### config.mk
export PLATFORM = sky130hd
export DESIGN_NAME = binary_digit_scanner
export DESIGN_NICKNAME = d
export VERILOG_FILES = /design/src/rtl/scanner_pkg.sv /design/src/rtl/edge_detect.sv /design/src/rtl/binary_digit_scanner.sv
export SDC_FILE = /design/constraint.sdc
export NUM_CORES = 1
export LEC_CHECK = 0
export BUFFER_PORTS_ARGS = -buffer_cell sky130_fd_sc_hd__buf_2
export CAP_MARGIN = 20
export CORE_ASPECT_RATIO = 0.7
export CORE_MARGIN = 3
export CORE_UTILIZATION = 60
export DETAILED_ROUTE_END_ITERATION = 8
export GPL_TIMING_DRIVEN = 0
export HOLD_SLACK_MARGIN = 0.02
export PLACE_DENSITY = 0.82
export SETUP_SLACK_MARGIN = 0.4
export SLEW_MARGIN = 20
export SYNTH_ARGS = -nofsm -noshare
export SYNTH_HDL_FRONTEND = slang
export SYNTH_SLANG_ARGS = --single-unit
### constraint.sdc
create_clock -name clk -period 4.85 [get_ports clk]
set_input_delay 0.2425 -clock clk [delete_from_list [all_inputs] [get_ports clk]]
set_output_delay 0.2425 -clock clk [all_outputs]
set_load 0.005 [all_outputs]
### src/rtl/scanner_pkg.sv
// Shared constants and helpers for the binary digit scanner and its sub-blocks.
package scanner_pkg;

  // Wide all-ones pattern; users truncate it to their digit count.
  localparam logic [31:0] DIGIT_OFF = '1;

  localparam int DEFAULT_REFRESH_DIV = 50000;

  // Ceiling log2, never less than 1 so that single-value counters still get a bit.
  function automatic int clog2_min1(input int n);
    int r;
    r = 0;
    for (int i = 0; i < 31; i++) begin
      if ((1 << r) < n) r = r + 1;
    end
    return (r < 1) ? 1 : r;
  endfunction

endpackage

### src/rtl/edge_detect.sv
// Rising-edge detector on an already-synchronised level input.
module edge_detect (
  input  logic clk,
  input  logic rst_n,
  input  logic level,
  output logic rise
);

  logic prev_reg;

  always_ff @(posedge clk or negedge rst_n) begin
    if (!rst_n) prev_reg <= 1'b0;
    else        prev_reg <= level;
  end

  assign rise = level & ~prev_reg;

endmodule

### src/rtl/binary_digit_scanner.sv
// Latches an ALU result and multiplexes it one bit per seven-segment digit,
// paging through results wider than the digit bank.
module binary_digit_scanner
  import scanner_pkg::*;
#(
  parameter  int WIDTH       = 8,
  parameter  int DIGITS      = 4,
  parameter  int REFRESH_DIV = DEFAULT_REFRESH_DIV,
  localparam int PAGES       = WIDTH / DIGITS,
  localparam int PAGE_W      = clog2_min1(PAGES)
) (
  input  logic              clk,
  input  logic              rst_n,
  input  logic              loadResult,
  input  logic [WIDTH-1:0]  aluResult,
  input  logic              nextPage,
  output logic              bitToDisplay,
  output logic [DIGITS-1:0] digitEnable,
  output logic [PAGE_W-1:0] pageIndex,
  output logic              resultValid
);

  localparam int DIGIT_W = clog2_min1(DIGITS);
  localparam int PRE_W   = clog2_min1(REFRESH_DIV);
  localparam int IDX_W   = clog2_min1(WIDTH);

  localparam logic [PRE_W-1:0]   PRE_LAST   = PRE_W'(REFRESH_DIV - 1);
  localparam logic [DIGIT_W-1:0] DIGIT_LAST = DIGIT_W'(DIGITS - 1);
  localparam logic [PAGE_W-1:0]  PAGE_LAST  = PAGE_W'(PAGES - 1);
  localparam logic [DIGITS-1:0]  ALL_OFF    = DIGITS'(DIGIT_OFF);

  logic [WIDTH-1:0]   held_reg;
  logic               valid_reg;
  logic [PAGE_W-1:0]  page_reg;
  logic [DIGIT_W-1:0] digit_reg;
  logic [PRE_W-1:0]   pre_reg;

  logic               page_step;
  logic [IDX_W-1:0]   bit_idx;
  logic [DIGITS-1:0]  enable_next;

  edge_detect u_page_edge (
    .clk   (clk),
    .rst_n (rst_n),
    .level (nextPage),
    .rise  (page_step)
  );

  // The first clock of each slot is blanked so the previous digit's
  // segments never bleed into the next one while the select switches.
  always_comb begin
    bit_idx     = IDX_W'(page_reg) * IDX_W'(DIGITS) + IDX_W'(digit_reg);
    enable_next = ~(DIGITS'(1) << digit_reg);
    if (!valid_reg || pre_reg == '0) enable_next = ALL_OFF;
  end

  always_ff @(posedge clk or negedge rst_n) begin
    if (!rst_n) begin
      held_reg     <= '0;
      valid_reg    <= 1'b0;
      page_reg     <= '0;
      digit_reg    <= '0;
      pre_reg      <= '0;
      bitToDisplay <= 1'b0;
      digitEnable  <= ALL_OFF;
      pageIndex    <= '0;
      resultValid  <= 1'b0;
    end else begin
      if (pre_reg == PRE_LAST) begin
        pre_reg   <= '0;
        digit_reg <= (digit_reg == DIGIT_LAST) ? '0 : digit_reg + DIGIT_W'(1);
      end else begin
        pre_reg   <= pre_reg + PRE_W'(1);
      end

      // A load takes priority over a page step arriving in the same cycle.
      if (loadResult) begin
        held_reg  <= aluResult;
        valid_reg <= 1'b1;
        page_reg  <= '0;
      end else if (page_step && valid_reg) begin
        page_reg  <= (page_reg == PAGE_LAST) ? '0 : page_reg + PAGE_W'(1);
      end

      bitToDisplay <= held_reg[bit_idx];
      digitEnable  <= enable_next;
      pageIndex    <= page_reg;
      resultValid  <= valid_reg;
    end
  end

endmodule

Yosys cells after proc, flatten, opt, wreduce, memory -nomap -nowiden. Cells that the tools add are included. Widths: inputs -> output; s select.

Add/subtract/negate cells: 4. $lt $le $gt $ge: 1. Eq/ne operators: 2. Shifts and indexed selects: 1. Mux-type cells: 8. Bitwise logic cells: 3. Reductions and logical operators: 5.

Operators with widths (count): $add 16x1->16 const B (1); $eq 16x16->1 const B (1); $logic_not 16->1 (1); $mux 16 (1); $lt 3x4->1 const B (1); $mux 1 (4); $mux 4 (1); $not 4->4 (1); $shl 1x2->4 const A (1); $add 3x2->3 (1); $bmux 1 s3 (1); $add 2x1->2 const B (1); $eq 2x2->1 const B (1); $mux 2 (1); $reduce_bool 2->1 (1); $add 1x1->1 const B (1); $and 1x1->1 (1); $logic_and 1x1->1 (1); $logic_not 1->1 (1); $logic_or 1x1->1 (1); $not 1->1 (1).

Register bits: 36. Input bits: 12. Output and inout bits: 7. Logic and storage cells: 34.

Depth between registers and ports, before layout. Gate-level depths: netlist of the first run.

Depth after elaboration: 5. Depth in mapped cells: 6. Depth with buffers taken out: 6.

Hierarchy. Synthesis of the first run repeated with hierarchy kept, for this count alone.

Cell total of the unflattened synthesis: 129. Area, all modules: 1597.8 µm².

By module, submodules not included: binary_digit_scanner (times used 1, cells each 127, area each 1559.0 µm², seq. area each 880.8 µm²); edge_detect (times used 1, cells each 2, area each 38.8 µm², seq. area each 25.0 µm²).

Least setup slack after synthesis of the first run. No wires, ideal clock.

Path type: reg-to-reg. Start: register pre_reg[10]. End: register digit_reg[0]. Data arrival time: 1546 ps. Slack: 3177 ps. Cell stages (with the launch flop): 6. Path buffers: 1. Cells stage by stage: dfrtp_1 > nor4_2 > nand2_1 > nor4_4 > buf_6 > mux2_1.

Word-level cells in the longest chain between the ends: 1.

Ends and longest elaborated chain: start: declaration (line binary_digit_scanner.sv:36) `logic [PRE_W-1:0] pre_reg;`; start signal: assignment (line binary_digit_scanner.sv:73) `pre_reg <= pre_reg + PRE_W'(1);`; $eq 16x16->1 (line binary_digit_scanner.sv:69) `if (pre_reg == PRE_LAST) begin`; end signal: assignment (line binary_digit_scanner.sv:71) `digit_reg <= (digit_reg == DIGIT_LAST) ? '0 : digit_reg + DIGIT_W'(1);`; end: declaration (line binary_digit_scanner.sv:35) `logic [DIGIT_W-1:0] digit_reg;`.

No other way between the ends. A chain may end at the register's enable or synchronous reset.

Worst setup path after layout of the first run. Same ends and word-level chain as after synthesis.

==> flow_summary_export.csv, run 1 <==
group,metric,value,unit
run_status,status,"finished clean",
clock_tree,cts_sinks,36,
placed_design,hpwl,2050,um
sta,worst_slew_pin_slew,0.768,ns
clock_tree,cts_made_buffers,5,
sta,max_freq,0.527,GHz
final_layout,largest_reg_flops,16,
power,irDropWorstVdd,0.235,mV
placed_design,post-place-ws,2.97,ns
final_layout,drive_gt1_frac,0.288,
clock_tree,clk_pin_slew,0.07,ns
floorplan,start_util,0.682,
sta,drv_slew,0,
worst_setup_path,path_class,"flop to flop",
worst_setup_path,arrival,2.07,ns
final_layout,fin_nets,170,
placed_design,placed_cell_area,1710,um^2
grt,grtUsageTotal,0.213,
grt,grt_max_degree,37,
clock_tree,cts_resized,0,
final_layout,stdcell_area,1800,um^2
sta,finalSetupViolations,0,
sta,period_share,0.392,
worst_setup_path,startpoint_type,"flop",
sta,rsz0062_at_grt,"no",
grt,antenna_found_initial,0,
sta,fin_crit,1.90,ns
detailed_routing,drc,0,
clock_tree,root_buffer,"clkbuf_8",
clock_tree,clk_latency,0.29,ns
detailed_routing,routedWlPerCell,15.9,um
power,p_per_area,308,nW/um^2
final_layout,mostFrequentLayoutCells,"dfrtp_1 (32), buf_2 (17), nor2_1 (14), mux2_2 (10)",
grt,grt_pass1_wl,5080,um
sta,max_slew_margin,0.488,
run,maxCapViolations,0,
clock_tree,hold_buffers,0,
detailed_routing,dr.first_iter.drc_count,53,
final_layout,final_common_cell,"dfrtp_1",
logic_synthesis,synth_fp_nets,146,
logic_synthesis,synthCells,128,
final_layout,area_growth,13.6,%
floorplan,die_area,3310,um^2
detailed_routing,drtPass1Iterations,4,
floorplan,num_rows,14,
detailed_routing,postRouteAntennaNets,0,
clock_tree,cts_tree,"yes",
worst_setup_path,setup.worst_path.end_class,"flop",
logic_synthesis,post-synth-top-area-fraction,0.504,
power,p_leak,0.000816,uW
sta,hold_viol_final,0,
sta,fin_tns_setup,0,ns
floorplan,io-pin-count,19,
worst_hold_path,hold_class,"primary input to asynchronous set/reset pin",
final_layout,post-route-util,0.774,
sta,worst_slack,2.95,ns
logic_synthesis,yosysUniqueCellTypes,25,
floorplan,core,2330,um^2
logic_synthesis,synth.cell_area,1590,um^2
logic_synthesis,syn_area_per_cell,12.4,um^2
clock_tree,cts_setup_buffers,0,
detailed_routing,vias,1041,
clock_tree,cts_max_path_buffers,2,
placed_design,port_buffers,17,
detailed_routing,viasPerCell,5.63,
logic_synthesis,synth-seq-cells,36,
worst_setup_path,path_max_fanout,10,
logic_synthesis,seq_area_frac_synth,0.571,
final_layout,antenna_cells,0,
final_layout,multi_input_area,641,um^2
floorplan,die_x,67.5,um
clock_tree,cts_htree_levels,2,
worst_setup_path,crit_required,5.02,ns
logic_synthesis,synthTopCellsByArea,"dfrtp_1 (50%), mux2_2 (7.1%), dfstp_2 (6.6%)",
sta,finalClockSkew,0.00446,ns
grt,grt-ovfl-total,0,
detailed_routing,routed_wl,2950,um
floorplan,dieHeight,49.0,um
logic_synthesis,synth_area_leader_cell,"dfrtp_1",
logic_synthesis,yosysWarnings,0,
final_layout,filler_cell_count,141,
grt,grt_pass1_vias,1091,
final_layout,final-seq-area,906,um^2
placed_design,place_congestion,0.839,
[cell type report]
type,count,area share
plain buffers,2,0.00833
clock buffers,8,0.0500
inverters,7,0.0146
multi-input cells,83,0.355
flip-flops and latches,36,0.502
well taps,32,0.0222
repair buffers,17,0.0472
[critical path, stage by stage (launching register included)]
cell     delay, ns
dfrtp_1       0.42
nor4_2        0.36
nand2_1       0.16
nor4_4        0.34
buf_6         0.19
mux2_1        0.32
[through the flow]
step / std cells / total power [uW] / hold slack [ns]
floorplan: 128 / 332 / -0.0531
global placement: 177 / 345 / 0.345
detailed placement: 177 / 347 / 0.366
CTS: 185 / 558 / 0.0602
global route: 185 / 580 / 0.0748
finish: 185 / 555 / 0.0268
[power by group]
group / total, uW / internal (uW) / switching, uW / leakage, uW
clock network: 215 / 116 / 98.8 / 0.0000455
logic: 26.1 / 14.0 / 12.1 / 0.000330
registers: 315 / 310 / 4.49 / 0.000440
total: 555 / 440 / 115 / 0.000816
[cells by family (layout without fill, tap and decap cells)]
group / count (synthesis) / in the layout / synth area share
simple gates: 48 / 48 / 0.162
compound gates: 1 / 1 / 0.00473
fa+ha+maj: 6 / 6 / 0.0473
mux: 13 / 13 / 0.106
xor+xnor: 15 / 15 / 0.0827
flops: 36 / 36 / 0.571
buf+inv: 9 / 34 / 0.0260
[layer usage]
metal / up-vias / global-route usage / share of wire
met5: - / 0 / 0
li1: 480 / - / -
met2: 45 / 0.317 / 0.44
met1: 503 / 0.273 / 0.46
met3: 13 / 0.0899 / 0.068
met4: 0 / 0.0808 / 0.024
[Yosys cell counts (all sizes together)]
master,number
dfrtp,32
nor2,14
mux2,11
nand2,9
xnor2,9
inv,7
nand3,7
ha,6
nor4,6
xor2,6
nor3,5
dfstp,4
nand4,3
mux4,2
buf,1
clkbuf,1
nand3b,1
nor2b,1
nor4b,1
o21a,1
or2,1
[path summary, 6_finish.rpt]
kind	start	to	slack [ns]	cells after the start
worst max register to register	pre_reg[10]	digit_reg[0]	2.95	5
max in group asynchronous	rst_n	pre_reg[1]	4.34	1
worst min-delay path	rst_n	pageIndex	0.03	1
worst min register to register	page_reg	pageIndex	0.43	0
min in group clk	nextPage	u_page_edge.prev_reg	0.08	1
worst max-delay path	pre_reg[10]	digit_reg[0]	2.95	5
Power figures use the tool's default switching activity.
==> inputs of run 2 (changes only) <==
--- a/config.mk
+++ b/config.mk
@@ -5,15 +5,16 @@
 export SDC_FILE = /design/constraint.sdc
 export NUM_CORES = 1
 export LEC_CHECK = 0
+export ABC_AREA = 1
 export BUFFER_PORTS_ARGS = -buffer_cell sky130_fd_sc_hd__buf_2
 export CAP_MARGIN = 20
 export CORE_ASPECT_RATIO = 0.7
 export CORE_MARGIN = 3
-export CORE_UTILIZATION = 60
+export CORE_UTILIZATION = 57
 export DETAILED_ROUTE_END_ITERATION = 8
 export GPL_TIMING_DRIVEN = 0
 export HOLD_SLACK_MARGIN = 0.02
-export PLACE_DENSITY = 0.82
+export PLACE_DENSITY = 0.78
 export SETUP_SLACK_MARGIN = 0.4
 export SLEW_MARGIN = 20
 export SYNTH_ARGS = -nofsm -noshare
==> constraint.sdc (replaced) <==
create_clock -name clk -period 1.85 [get_ports clk]
set_input_delay 0.0925 -clock clk [delete_from_list [all_inputs] [get_ports clk]]
set_output_delay 0.0925 -clock clk [all_outputs]
set_load 0.005 [all_outputs]
==> flow_summary_export.csv, run 2 <==
group,metric,value,unit
logic_synthesis,synth_edf_count,0,
final_layout,fin_nets,272,
grt,grt-ovfl-total,0,
floorplan,io-pin-count,19,
logic_synthesis,synthTopCellsByCount,"nand2_1 (58), dfrtp_1 (32), nor2_1 (29)",
placed_design,port_buffers,18,
power,combPwrFrac,0.053,
logic_synthesis,synthTopCellsByArea,"dfrtp_1 (45%), nand2_1 (12%), nor2_1 (6.1%)",
power,power_frac_seq,0.543,
floorplan,dieHeight,52.7,um
detailed_routing,drc,0,
power,p_sw,322,uW
final_layout,drive_gt1_frac,0.176,
logic_synthesis,synthCells,219,
clock_tree,root_buffer,"clkbuf_8",
worst_setup_path,crit_required,2.02,ns
final_layout,final_common_cell,"nand2_1",
detailed_routing,viasPerCell,5.04,
placed_design,post-place-ws,0.427,ns
sta,finalClockSkew,0.00566,ns
logic_synthesis,post-synth-top-area-fraction,0.451,
clock_tree,clk_latency,0.29,ns
detailed_routing,routedWlPerCell,12.1,um
detailed_routing,dr.first_iter.drc_count,77,
clock_tree,cts_htree_levels,2,
worst_hold_path,min_from,"aluResult[6]",
floorplan,die_x,72.7,um
sta,worst_slack,0.481,ns
final_layout,filler_cell_count,232,
run_status,status,"finished clean",
worst_setup_path,slowest_delay,0.43,ns
logic_synthesis,yosysWarnings,0,
logic_synthesis,synth_area_leader_cell,"dfrtp_1",
sta,max_slew_margin,0.487,
worst_setup_path,cp_slowest_cell,"dfrtp_1",
power,irDropWorstVdd,0.609,mV
worst_setup_path,crit_start,"pre_reg[0]",
final_layout,multi_input_area,764,um^2
power,p_leak,0.00111,uW
worst_setup_path,cp_cell_sequence,"ha_4 -> nand3_2 -> inv_2 -> nand4_1 -> nor2_4 -> nor2_1",
grt,antenna_found_initial,0,
worst_setup_path,critPathTopFamily,"simple AND/OR/NAND/NOR gates",
clock_tree,clk_pin_slew,0.07,ns
detailed_routing,postRouteAntennaNets,0,
final_layout,antenna_cells,0,
worst_setup_path,path_class,"flop to flop",
floorplan,core,2880,um^2
floorplan,start_util,0.615,
detailed_routing,drtPass1Iterations,4,
power,power.share.clock,0.404,
sta,worst_slew_pin_slew,0.769,ns
worst_setup_path,setup.worst_path.end_class,"flop",
final_layout,largest_reg_flops,16,
floorplan,num_rows,16,
clock_tree,cts_made_buffers,5,
grt,grtUsageTotal,0.212,
grt,grt_pass1_wl,5980,um
logic_synthesis,yosysUniqueCellTypes,22,
detailed_routing,routed_wl,3510,um
clock_tree,cts_tree,"yes",
sta,finalSetupViolations,0,
run,maxCapViolations,0,
worst_setup_path,path_buf_inv,1,
floorplan,die_area,3830,um^2
sta,rsz0062_at_grt,"no",
sta,fin_crit,1.37,ns
sta,drv_slew,0,
placed_design,place_congestion,0.896,
grt,grt_pass1_vias,1340,
logic_synthesis,synth-async-reset-ratio,1.00,
worst_hold_path,hold_class,"primary input to flop",
clock_tree,cts_max_path_buffers,2,
worst_setup_path,startpoint_type,"flop",
logic_synthesis,yosysMostFrequentCell,"nand2_1",
detailed_routing,vias,1468,
logic_synthesis,synth.cell_area,1770,um^2
final_layout,mostFrequentLayoutCells,"nand2_1 (57), dfrtp_1 (32), nor2_1 (29), inv_1 (28), buf_2 (18)",
sta,fin_tns_setup,0,ns
grt,grt_max_degree,37,
final_layout,area_growth,19.9,%
logic_synthesis,ys.flop_type,"dfrtp_1",
sta,period_share,0.740,
worst_setup_path,path_max_fanout,4,
final_layout,final-seq-area,906,um^2
power,p_per_area,708,nW/um^2
power,switching_share,0.214,
power,p_int,1190,uW
logic_synthesis,syn_area_per_cell,8.10,um^2
worst_setup_path,arrival,1.54,ns
logic_synthesis,synth_fp_nets,237,
sta,max_freq,0.731,GHz
placed_design,hpwl,2480,um
worst_setup_path,rr_startpoint,"pre_reg[0]",
logic_synthesis,synth-seq-cells,36,
clock_tree,cts_sinks,36,
sta,hold_viol_final,0,
logic_synthesis,seq_area_frac_synth,0.511,
[run 2: cell count changes after synthesis, moves of 6 or more]
cell / previous run / this run
inv_1: 7 / 28
nand2_1: 9 / 58
xnor2_1: 9 / 0
nand3_1: 6 / 14
mux2_2: 10 / 0
a21oi_1: 0 / 6
o21ai_0: 0 / 11
nor2_1: 14 / 29
[run 2: cell families after synthesis]
kind of cell               after synthesis  synth area share
DFF                                     36             0.511
xor gates and xnor gates                 5            0.0247
and+or+nand+nor                        118             0.289
AOI/OAI and AO/OA                       21            0.0635
buffers and inverters                   33            0.0698
adders and majority gates                6            0.0423
[run 2: worst paths after layout]
| path | endpoint | slack (ns) | cells after the start |
|---|---|---|---|
| max | pre_reg[8] | 0.48 | 6 |
| min | held_reg[6] | 0.03 | 3 |
| max reg2reg | pre_reg[8] | 0.48 | 6 |
| min reg2reg | pageIndex | 0.41 | 0 |
| max in group asynchronous | pre_reg[4] | 0.93 | 2 |
| min in group asynchronous | pre_reg[5] | 0.43 | 2 |
[run 2: area by class of cell]
class | count | share of cell area
inverters | 32 | 0.0565
plain buffers | 1 | 0.00176
well taps | 36 | 0.0212
flip-flops and latches | 36 | 0.426
repair buffers | 28 | 0.0882
clock buffers | 8 | 0.0471
multi-input cells | 150 | 0.359
[run 2: per-stage QoR]
stage	std cells	utilization	area [um^2]	power, uW	hold WS, ns
2_1_floorplan	219	-	1770	858	-0.203
3_3_place_gp	273	0.662	1910	896	0.213
3_5_place_dp	273	0.662	1910	898	0.216
4_1_cts	290	0.728	2100	1520	0.0222
5_1_grt	291	0.738	2130	1570	0.0442
6_report	291	0.738	2130	1510	0.0271
[run 2: layer usage]
layer  track usage  wire length (um)  up-vias
met2         0.301              1430       32
met3        0.0517               174        5
li1              -                 -      751
met1         0.308              1860      680
met5             0                 0        -
met4        0.0828                51        0
[run 2: power groups by stage]
stage,clock [uW],combinational (uW),sequential (uW)
after floorplan,0,26.9,831
after global placement,0,64.3,832
after detailed placement,0,65.3,833
after CTS,620,80.9,818
after global routing,658,93.4,820
final,608,79.8,819
[run 2: worst register-to-register path, delay by kind of cell, from the launching register on]
family        cells  cell delay [ns]
simple gates      4             0.52
flops             1             0.43
fa+ha+maj         1             0.18
buf+inv           1             0.13
[run 2: timing repair]
action,in CTS,in global routing
hold buffers,9,0
hold endpoints to repair,39,0
resized for setup,0,4
buffers inserted,0,1
setup endpoints to repair,0,10
==> inputs of run 3 (changes only) <==
--- a/config.mk
+++ b/config.mk
@@ -5,16 +5,16 @@
 export SDC_FILE = /design/constraint.sdc
 export NUM_CORES = 1
 export LEC_CHECK = 0
-export ABC_AREA = 1
+export ABC_AREA = 0
 export BUFFER_PORTS_ARGS = -buffer_cell sky130_fd_sc_hd__buf_2
 export CAP_MARGIN = 20
 export CORE_ASPECT_RATIO = 0.7
 export CORE_MARGIN = 3
-export CORE_UTILIZATION = 57
+export CORE_UTILIZATION = 51
 export DETAILED_ROUTE_END_ITERATION = 8
 export GPL_TIMING_DRIVEN = 0
 export HOLD_SLACK_MARGIN = 0.02
-export PLACE_DENSITY = 0.78
+export PLACE_DENSITY = 0.74
 export SETUP_SLACK_MARGIN = 0.4
 export SLEW_MARGIN = 20
 export SYNTH_ARGS = -nofsm -noshare
==> constraint.sdc (replaced) <==
create_clock -name clk -period 1.1 [get_ports clk]
set_input_delay 0.055 -clock clk [delete_from_list [all_inputs] [get_ports clk]]
set_output_delay 0.055 -clock clk [all_outputs]
set_load 0.005 [all_outputs]
==> flow_summary_export.csv, run 3 (same netlist as run 1, synthesis figures left out) <==
group,metric,value,unit
detailed_routing,drt-met1-wl,1570,um
worst_setup_path,critPathTopFamily,"simple AND/OR/NAND/NOR gates",
worst_setup_path,cp_cell_sequence,"nor4_2 -> nand2_1 -> nor4_4 -> buf_6 -> mux2_4",
detailed_routing,postRouteAntennaNets,0,
run,maxCapViolations,0,
final_layout,area_growth,34.6,%
floorplan,num_rows,16,
detailed_routing,met2_length,1570,um
clock_tree,cts_tree,"yes",
sta,max_slew_margin,0.488,
placed_design,hpwl,1880,um
power,p_sw,541,uW
clock_tree,clk_latency,0.29,ns
final_layout,largest_reg_flops,16,
sta,fin_crit,1.65,ns
grt,grt_pass1_vias,1085,
worst_setup_path,slowest_delay,0.43,ns
sta,worst_slew_pin_slew,0.768,ns
worst_setup_path,cp_slowest_cell,"dfrtp_1",
sta,whs,-0.170,ns
power,p_int,1890,uW
detailed_routing,dr.first_iter.drc_count,74,
sta,period_share,1.50,
run_status,violations,"negative hold slack, negative setup slack",
worst_setup_path,startpoint_type,"flop",
sta,drv_slew,0,
worst_setup_path,path_max_fanout,3,
placed_design,place_congestion,0.828,
final_layout,final_common_cell,"dfrtp_1",
final_layout,fin_nets,190,
clock_tree,cts_htree_levels,2,
power,irDropWorstVdd,0.926,mV
power,p_per_area,1140,nW/um^2
detailed_routing,routedWlPerCell,16.4,um
worst_setup_path,setup.worst_path.end_class,"flop",
sta,worst_slack,-0.553,ns
grt,grtUsageTotal,0.197,
floorplan,start_util,0.551,
detailed_routing,dr.max_layer_used,"met4",
final_layout,mostFrequentLayoutCells,"dfrtp_1 (28), buf_2 (16), buf_6 (11), nor2_1 (11), buf_4 (10)",
sta,rsz0062_at_grt,"yes",
clock_tree,hold_buffers,1,
detailed_routing,routed_wl,3430,um
sta,finalSetupViolations,22,
power,power.share.clock,0.372,
sta,max_freq,0.605,GHz
power,finalPower,2430,uW
power,power_frac_seq,0.571,
grt,antenna_found_initial,0,
floorplan,core,2880,um^2
grt,grt-ovfl-total,0,
final_layout,drive_gt1_frac,0.462,
worst_setup_path,path_buf_inv,1,
clock_tree,cts_made_buffers,5,
run_status,status,"complete, but fails checks",
floorplan,dieHeight,52.7,um
detailed_routing,drtPass1Iterations,4,
final_layout,antenna_cells,0,
floorplan,io-pin-count,19,
sta,hold_viol_final,40,
detailed_routing,drc,0,
power,switching_share,0.222,
floorplan,die_x,72.7,um
detailed_routing,viasPerCell,5.33,
detailed_routing,vias,1115,
worst_hold_path,hold_class,"primary input to asynchronous set/reset pin",
grt,grt_pass1_wl,5350,um
floorplan,die_area,3830,um^2
final_layout,filler_cell_count,181,
power,combPwrFrac,0.057,
detailed_routing,met3_length,144,um
clock_tree,cts_sinks,36,
sta,finalClockSkew,0.00866,ns
grt,grt_max_degree,37,
clock_tree,cts_max_path_buffers,2,
worst_setup_path,crit_required,1.28,ns
clock_tree,root_buffer,"clkbuf_8",
worst_setup_path,path_class,"flop to flop",
clock_tree,clk_pin_slew,0.07,ns
placed_design,port_buffers,17,
power,p_leak,0.00101,uW
worst_setup_path,arrival,1.83,ns
sta,fin_tns_setup,-8.96,ns
==> run 3: cell types whose count changed in the layout (fill, tap and decap cells not counted), sizes merged, moves of 6 or more <==
cell	previous run	this run
o21ai	12	0
buf	19	37
mux2	0	11
nor4	0	6
nand3	16	7
a21oi	6	0
inv	32	7
xnor2	0	9
dlygate4sd3	9	1
nand2	60	9
nor2	33	14
==> run 3: worst paths after layout <==
path	from	end	slack [ns]	cells after the start
max	pre_reg[10]	digit_reg[0]	-0.55	5
min	rst_n	pre_reg[7]	-0.17	1
max reg2reg	pre_reg[10]	digit_reg[0]	-0.55	5
min reg2reg	page_reg	pageIndex	0.44	0
max in group asynchronous	rst_n	pre_reg[0]	0.72	1
min in group clk	aluResult[3]	held_reg[3]	-0.01	2
==> run 3: worst reg2reg max path, cell delays in order (launching register included) <==
cell and delay [ns]:
dfrtp_1 0.43, nor4_2 0.32, nand2_1 0.16, nor4_4 0.21, buf_6 0.15, mux2_4 0.28
==> run 3: stage by stage <==
| step | cells | worst slack [ns] | instance area [um^2] | utilization | hold slack [ns] |
|---|---|---|---|---|---|
| floorplan | 128 | -0.419 | 1630 | - | -0.241 |
| global placement | 181 | -0.537 | 1760 | 0.609 | 0.163 |
| detailed placement | 181 | -0.572 | 1760 | 0.609 | 0.178 |
| CTS | 206 | -0.512 | 2050 | 0.713 | -0.142 |
| global route | 209 | -0.579 | 2140 | 0.741 | -0.113 |
| finish | 209 | -0.553 | 2140 | 0.741 | -0.170 |
==> run 3: final cells by class <==
cell class | count | area [um^2] | area share
repair buffers | 37 | 278 | 0.130
clock inverters | 1 | 5.00 | 0.00234
flip-flops and latches | 36 | 911 | 0.426
clock buffers | 7 | 76.3 | 0.0357
multi-input cells | 83 | 779 | 0.365
well taps | 36 | 45.0 | 0.0211
inverters | 7 | 26.3 | 0.0123
plain buffers | 2 | 16.3 | 0.00761
==> run 3: repair_timing <==
action | in CTS | in global routing
pin swaps | 12 | 7
setup endpoints to repair | 40 | 40
resized for setup | 21 | 15
hold endpoints to repair | 41 | 40
setup buffers | 16 | 3
==> run 3: power groups by stage <==
stage	Clock (uW)	Combinational (uW)	Sequential, uW
after detailed placement	0	116	1410
after floorplan	0	57.9	1410
final	904	139	1390
after CTS	937	119	1390
after global routing	997	153	1390
after global placement	0	112	1410
==> run 3: layer usage <==
layer,up-vias,track usage
met5,-,0
li1,520,-
met4,0,0.132
met1,542,0.267
met2,36,0.274
met3,17,0.0517
